### src/rtl/im_loader_pkg.sv
// Shared types and constants for the instruction-memory loader.
// Holds the FSM state encoding, word geometry and the request range check.
package im_loader_pkg;

  localparam int unsigned WORD_BYTES = 4;
  localparam int unsigned LANE_W     = 8;
  localparam int unsigned WORD_W     = WORD_BYTES * LANE_W;
  localparam int unsigned IDX_W      = 2;
  localparam int unsigned CHECK_W    = 64;

  typedef enum logic [1:0] {
    ST_IDLE    = 2'd0,
    ST_COLLECT = 2'd1,
    ST_WRITE   = 2'd2,
    ST_DONE    = 2'd3
  } state_e;

  // End address is formed in a wide domain so base + 4*count cannot wrap.
  function automatic logic req_out_of_range(
    input logic [CHECK_W-1:0] base,
    input logic [15:0]        words,
    input logic [CHECK_W-1:0] mem_bytes
  );
    logic [CHECK_W-1:0] end_addr;
    end_addr = base + {{(CHECK_W-18){1'b0}}, words, 2'b00};
    return (end_addr > mem_bytes);
  endfunction

endpackage

### src/rtl/im_loader_byte_packer.sv
// Assembles four incoming bytes into one little-endian 32-bit word.
// Lane n of word_o holds the n-th byte accepted since the last clear.
module byte_packer
  import im_loader_pkg::*;
(
  input  logic              clk,
  input  logic              rst,
  input  logic              clr_i,
  input  logic              load_i,
  input  logic [LANE_W-1:0] data_i,
  output logic [WORD_W-1:0] word_o,
  output logic              full_o
);

  logic [WORD_BYTES-1:0][LANE_W-1:0] lanes_q;
  logic [WORD_BYTES-1:0][LANE_W-1:0] lanes_d;
  logic [IDX_W-1:0]                  idx_q;
  logic [IDX_W-1:0]                  idx_d;

  always_comb begin
    lanes_d = lanes_q;
    idx_d   = idx_q;
    if (clr_i) begin
      lanes_d = '0;
      idx_d   = '0;
    end else if (load_i) begin
      lanes_d[idx_q] = data_i;
      idx_d          = idx_q + 2'd1;
    end else begin
      lanes_d = lanes_q;
      idx_d   = idx_q;
    end
  end

  always_ff @(posedge clk) begin
    if (rst) begin
      lanes_q <= '0;
      idx_q   <= '0;
    end else begin
      lanes_q <= lanes_d;
      idx_q   <= idx_d;
    end
  end

  // The index wraps to 0 on the fourth load, so full marks the word-completing transfer.
  assign full_o = load_i && (idx_q == 2'd3);
  assign word_o = lanes_q;

endmodule

### src/rtl/im_loader.sv
// Streams bytes into instruction memory as aligned 32-bit words while holding the CPU busy.
// Requests are range-checked on start; rejected requests pulse err and leave memory untouched.
module im_loader
  import im_loader_pkg::*;
#(
  parameter int unsigned MEM_BYTES = 16384,
  parameter int unsigned ADDR_W    = 32
) (
  input  logic              clk,
  input  logic              rst,
  input  logic              start,
  input  logic [ADDR_W-1:0] base_addr,
  input  logic [15:0]       word_count,
  input  logic [7:0]        in_data,
  input  logic              in_valid,
  output logic              in_ready,
  output logic              im_we,
  output logic [ADDR_W-1:0] im_addr,
  output logic [31:0]       im_wdata,
  output logic              busy,
  output logic              done,
  output logic              err
);

  state_e            state_q;
  state_e            state_d;
  logic [ADDR_W-1:0] addr_q;
  logic [ADDR_W-1:0] addr_d;
  logic [15:0]       cnt_q;
  logic [15:0]       cnt_d;
  logic              err_q;
  logic              err_d;

  logic              req_bad_s;
  logic              req_go_s;
  logic              clr_s;
  logic              load_s;
  logic              full_s;
  logic [WORD_W-1:0] word_s;

  assign req_bad_s = (base_addr[1:0] != 2'b00) ||
                     req_out_of_range(CHECK_W'(base_addr), word_count, CHECK_W'(MEM_BYTES));
  assign req_go_s  = (state_q == ST_IDLE) && start && !req_bad_s && (word_count != 16'd0);
  assign clr_s     = req_go_s;
  assign load_s    = (state_q == ST_COLLECT) && in_valid;

  byte_packer u_packer (
    .clk    (clk),
    .rst    (rst),
    .clr_i  (clr_s),
    .load_i (load_s),
    .data_i (in_data),
    .word_o (word_s),
    .full_o (full_s)
  );

  always_ff @(posedge clk) begin
    if (rst) begin
      state_q <= ST_IDLE;
    end else begin
      state_q <= state_d;
    end
  end

  always_comb begin
    state_d = state_q;
    case (state_q)
      ST_IDLE: begin
        if (start && !req_bad_s) begin
          state_d = (word_count == 16'd0) ? ST_DONE : ST_COLLECT;
        end else begin
          state_d = ST_IDLE;
        end
      end
      ST_COLLECT: begin
        if (full_s) begin
          state_d = ST_WRITE;
        end else begin
          state_d = ST_COLLECT;
        end
      end
      ST_WRITE: begin
        if (cnt_q == 16'd1) begin
          state_d = ST_DONE;
        end else begin
          state_d = ST_COLLECT;
        end
      end
      ST_DONE: state_d = ST_IDLE;
      default: state_d = ST_IDLE;
    endcase
  end

  // Address/count are only reloaded on an accepted request, so a start seen mid-load is inert.
  always_comb begin
    addr_d = addr_q;
    cnt_d  = cnt_q;
    err_d  = (state_q == ST_IDLE) && start && req_bad_s;
    if (req_go_s) begin
      addr_d = base_addr;
      cnt_d  = word_count;
    end else if (state_q == ST_WRITE) begin
      addr_d = addr_q + ADDR_W'(WORD_BYTES);
      cnt_d  = cnt_q - 16'd1;
    end else begin
      addr_d = addr_q;
      cnt_d  = cnt_q;
    end
  end

  always_ff @(posedge clk) begin
    if (rst) begin
      addr_q <= '0;
      cnt_q  <= 16'd0;
      err_q  <= 1'b0;
    end else begin
      addr_q <= addr_d;
      cnt_q  <= cnt_d;
      err_q  <= err_d;
    end
  end

  always_comb begin
    in_ready = 1'b0;
    im_we    = 1'b0;
    im_addr  = '0;
    im_wdata = 32'd0;
    busy     = (state_q != ST_IDLE);
    done     = 1'b0;
    err      = err_q;
    case (state_q)
      ST_IDLE:    in_ready = 1'b0;
      ST_COLLECT: in_ready = 1'b1;
      ST_WRITE: begin
        im_we    = 1'b1;
        im_addr  = addr_q;
        im_wdata = word_s;
      end
      ST_DONE:    done = 1'b1;
      default:    in_ready = 1'b0;
    endcase
  end

endmodule

### config.mk
export PLATFORM = sky130hd
export DESIGN_NAME = im_loader
export DESIGN_NICKNAME = d
export VERILOG_FILES = /design/src/rtl/im_loader_pkg.sv /design/src/rtl/im_loader_byte_packer.sv /design/src/rtl/im_loader.sv
export SDC_FILE = /design/constraint.sdc
export NUM_CORES = 1
export LEC_CHECK = 0
export BUFFER_PORTS_ARGS = -buffer_cell sky130_fd_sc_hd__buf_2
export CORE_UTILIZATION = 57
export DETAILED_ROUTE_END_ITERATION = 12
export PLACE_DENSITY = 0.92
export SLEW_MARGIN = 20
export SYNTH_ARGS = -nofsm -noshare
export SYNTH_HDL_FRONTEND = slang
export SYNTH_HIERARCHICAL = 1
export SYNTH_SLANG_ARGS = --single-unit
### constraint.sdc
create_clock -name clk -period 4.5 [get_ports clk]
set_input_delay 0.45 -clock clk [delete_from_list [all_inputs] [get_ports clk]]
set_output_delay 0.45 -clock clk [all_outputs]
set_load 0.005 [all_outputs]
==> key figures <==
Die
  – DIE WIDTH: 110 um
  – Ports: around 130
  – Starting density of the core: around three fifths
  – DIE AREA: ~12,000 um^2
  – Cell Rows: 39
  – Die Ht: 110 um
  – Core box area: 11,400 um^2

Setup path
  – Worst Setup Start Kind: input pin
  – Internal reg-to-reg setup slack: about 1.8 ns
  – Critical path peak fanout: 10
  – Critical path endpoint category: register
  – CP Class: in2reg
  – Crit path required time: 4.70 ns
  – Critical path arrival: 4.24 ns

Layout
  – Core Util, Final: 67.2%
  – N_diodes: 0
  – # fillers: 948
  – Synth-to-Final Area Change: 14.4%
  – Final Non-Filler Cells: between 1,000 and 1,500
  – Fin nets: 1,037
  – Final Instance Area: 7670 um^2
  – Fraction of layout cells with a size suffix above 1: 23.6%

Clock tree
  – CTS buffer count: 9
  – Setup repair bufs after CTS: 0
  – Clock Latency Late Sink: 0.34 ns
  – Max clock buf depth: 2
  – Clock sinks: 85
  – Hold-fix buffers, CTS: 0
  – CTS tree: built
  – Resized cells post-CTS: 0
  – Clk slew on worst S/H paths: 0.06 ns
  – Max H-tree Level: 3
  – CTS Root Cell: clkbuf_16

Synthesis
  – Avg Cell Area, Syn: between 7 and 8 um^2
  – Synth area leaders: dfxtp_1 (25%), and2_1 (6.3%), a21oi_1 (5.0%), nand3_1 (4.5%), ha_1 (4.3%)
  – Yosys top cell area share: 25.4%
  – Fraction of registers with async set/reset: 0%
  – Seq/Total Area, Yosys: 25.4%
  – Total number of yosys warnings: 6
  – Synth area leader: dfxtp_1
  – Syn nets: 947
  – Syn Inst Count: 863
  – Post-synth EDFFs: 0
  – FF+latch count, synth: between 80 and 90
  – Synth unique cells: 82
  – Mapped Area: about 6700 um^2
  – Synth Flop Type: dfxtp_1

Route
  – Antenna Nets Post-Route: 0
  – DR pass1 iterations: 5
  – Post-DR wirelength/cell: 18.2 um
  – DR iter-0 viols: 935
  – Drt drc: 0
  – Vias: 7,363
  – Vias per cell: 6.69
  – Routed Wire Length: 20.0 mm

STA
  – RSZ-0062 raised after global routing: no
  – Rel. slew slack: 35.7%
  – Final Critical Period: 4.04 ns
  – Slew at the pin closest to its max-slew limit: around 0.96 ns
  – Max Freq: between 200 and 250 MHz
  – Number of setup violations in the final report: 0
  – Final hold viol count: 0
  – Setup_tns: 0 ns
  – WHS: 0.379 ns
  – Clock skew: 0.00892 ns
  – Final WS setup: 0.460 ns
  – Period utilization: 89.8%
  – Slew Viols, Final: 0

Global route
  – All-Layer GR Usage: 31.9%
  – Grt ovf: 0
  – First-pass GRT wire length: 32.3 mm
  – Initial antenna violation count: 0
  – Vias in the first global route: 6,552
  – Largest net degree at the start of global routing: between 70 and 80

Flow run
  – Max-cap violation count: 0

Placed design
  – Port Buf Inserts: 128
  – GPL Wtd Cong: 0.956
  – DP Worst Slack: 0.173 ns
  – Placed insts: about 1,100
  – DP Area: roughly 7300 um^2
  – Half-perimeter wire length after placement: 14.2 mm

Pwr
  – PD cells: 243 nW/um^2
  – Leak Pwr: approximately 3 nW
  – Power Total: 1.86 mW
  – Peak supply drop: about 0.22 mV

Status
  – Status: finished, final reports clean

Worst hold path
  – Worst hold path type: in2reg
==> flip-flops by register name (all words and copies together), names as in the netlist <==
register	count
u_packer/word_o	32
err	1
u_packer/idx_q	2
addr_q	32
cnt_q	16
state_q	2
==> worst paths after layout <==
check | start | endpoint | cells after the start
max | base_addr[2] | addr_q[13] | 13
min | start | err | 3
max reg2reg | state_q[0] | u_packer/word_o[20] | 9
min reg2reg | addr_q[0] | addr_q[0] | 1
==> power breakdown <==
part	total (mW)	switching, mW	leakage [nW]	internal, mW
Clock	0.819	0.325	0.155	0.494
Combinational	0.293	0.183	2.13	0.110
Sequential	0.753	0.000191	0.684	0.752
==> synth_stat cells, types with 25 or more instances <==
library cell  number
dfxtp_1           85
and2_1            68
a21oi_1           67
nand3_1           60
nand2_1           49
nor2_1            46
nand4_1           35
o21ai_0           30
clkbuf_1          29
nor3_1            29
a21bo_2           27
inv_1             25
==> cell usage in the layout, fill, tap and decap left out, types with 18 or more instances in the layout <==
master,Yosys,layout
nor3_1,29,29
a31oi_1,18,18
and2_1,68,67
ha_1,23,23
buf_2,21,128
nand2_1,49,49
o21ai_0,30,30
nor2_1,46,46
a21bo_2,27,27
a21oi_1,67,67
dfxtp_1,85,85
nand3_1,60,60
inv_1,25,25
nand4_1,35,35
==> critical path: stages <==
cell	delay, ns
buf_2	0.12
ha_1	0.22
fa_1	0.45
nor4_1	0.30
o221ai_1	0.18
a21oi_1	0.17
o2111ai_1	0.11
or4_1	0.54
o41ai_2	0.40
or4b_1	0.63
buf_4	0.24
nor2_4	0.26
o311ai_0	0.17
==> cell type report <==
cell class              count  area, um^2  share of cell area (%)
well taps                 143         179                    2.33
inverters                  26        97.6                    1.27
repair buffers            145         806                    10.5
multi-input cells         686        4560                    59.4
clock inverters             7         104                    1.35
flip-flops and latches     85        1700                    22.2
clock buffers               9         225                    2.93
==> routing by layer <==
metal / part of all wire, % / wire length, um / global-route usage [%]
met2: 47 / 9360 / 51.3
met5: 0 / 0 / 0
met4: 3.0 / 603 / 13.3
met3: 9.8 / 1960 / 6.09
met1: 40 / 8070 / 41.8
==> cell families after synthesis <==
group | after synthesis | synth area share, %
AND/OR/NAND/NOR | 364 | 30.1
adder cells (fa/ha/maj) | 24 | 4.59
XOR/XNOR | 15 | 1.96
buffers and inverters | 92 | 6.77
AO/OA/AOI/OAI | 275 | 30.0
multiplexers | 8 | 1.23
flip-flops | 85 | 25.4
Note: power is estimated with default switching activity, not from simulation.
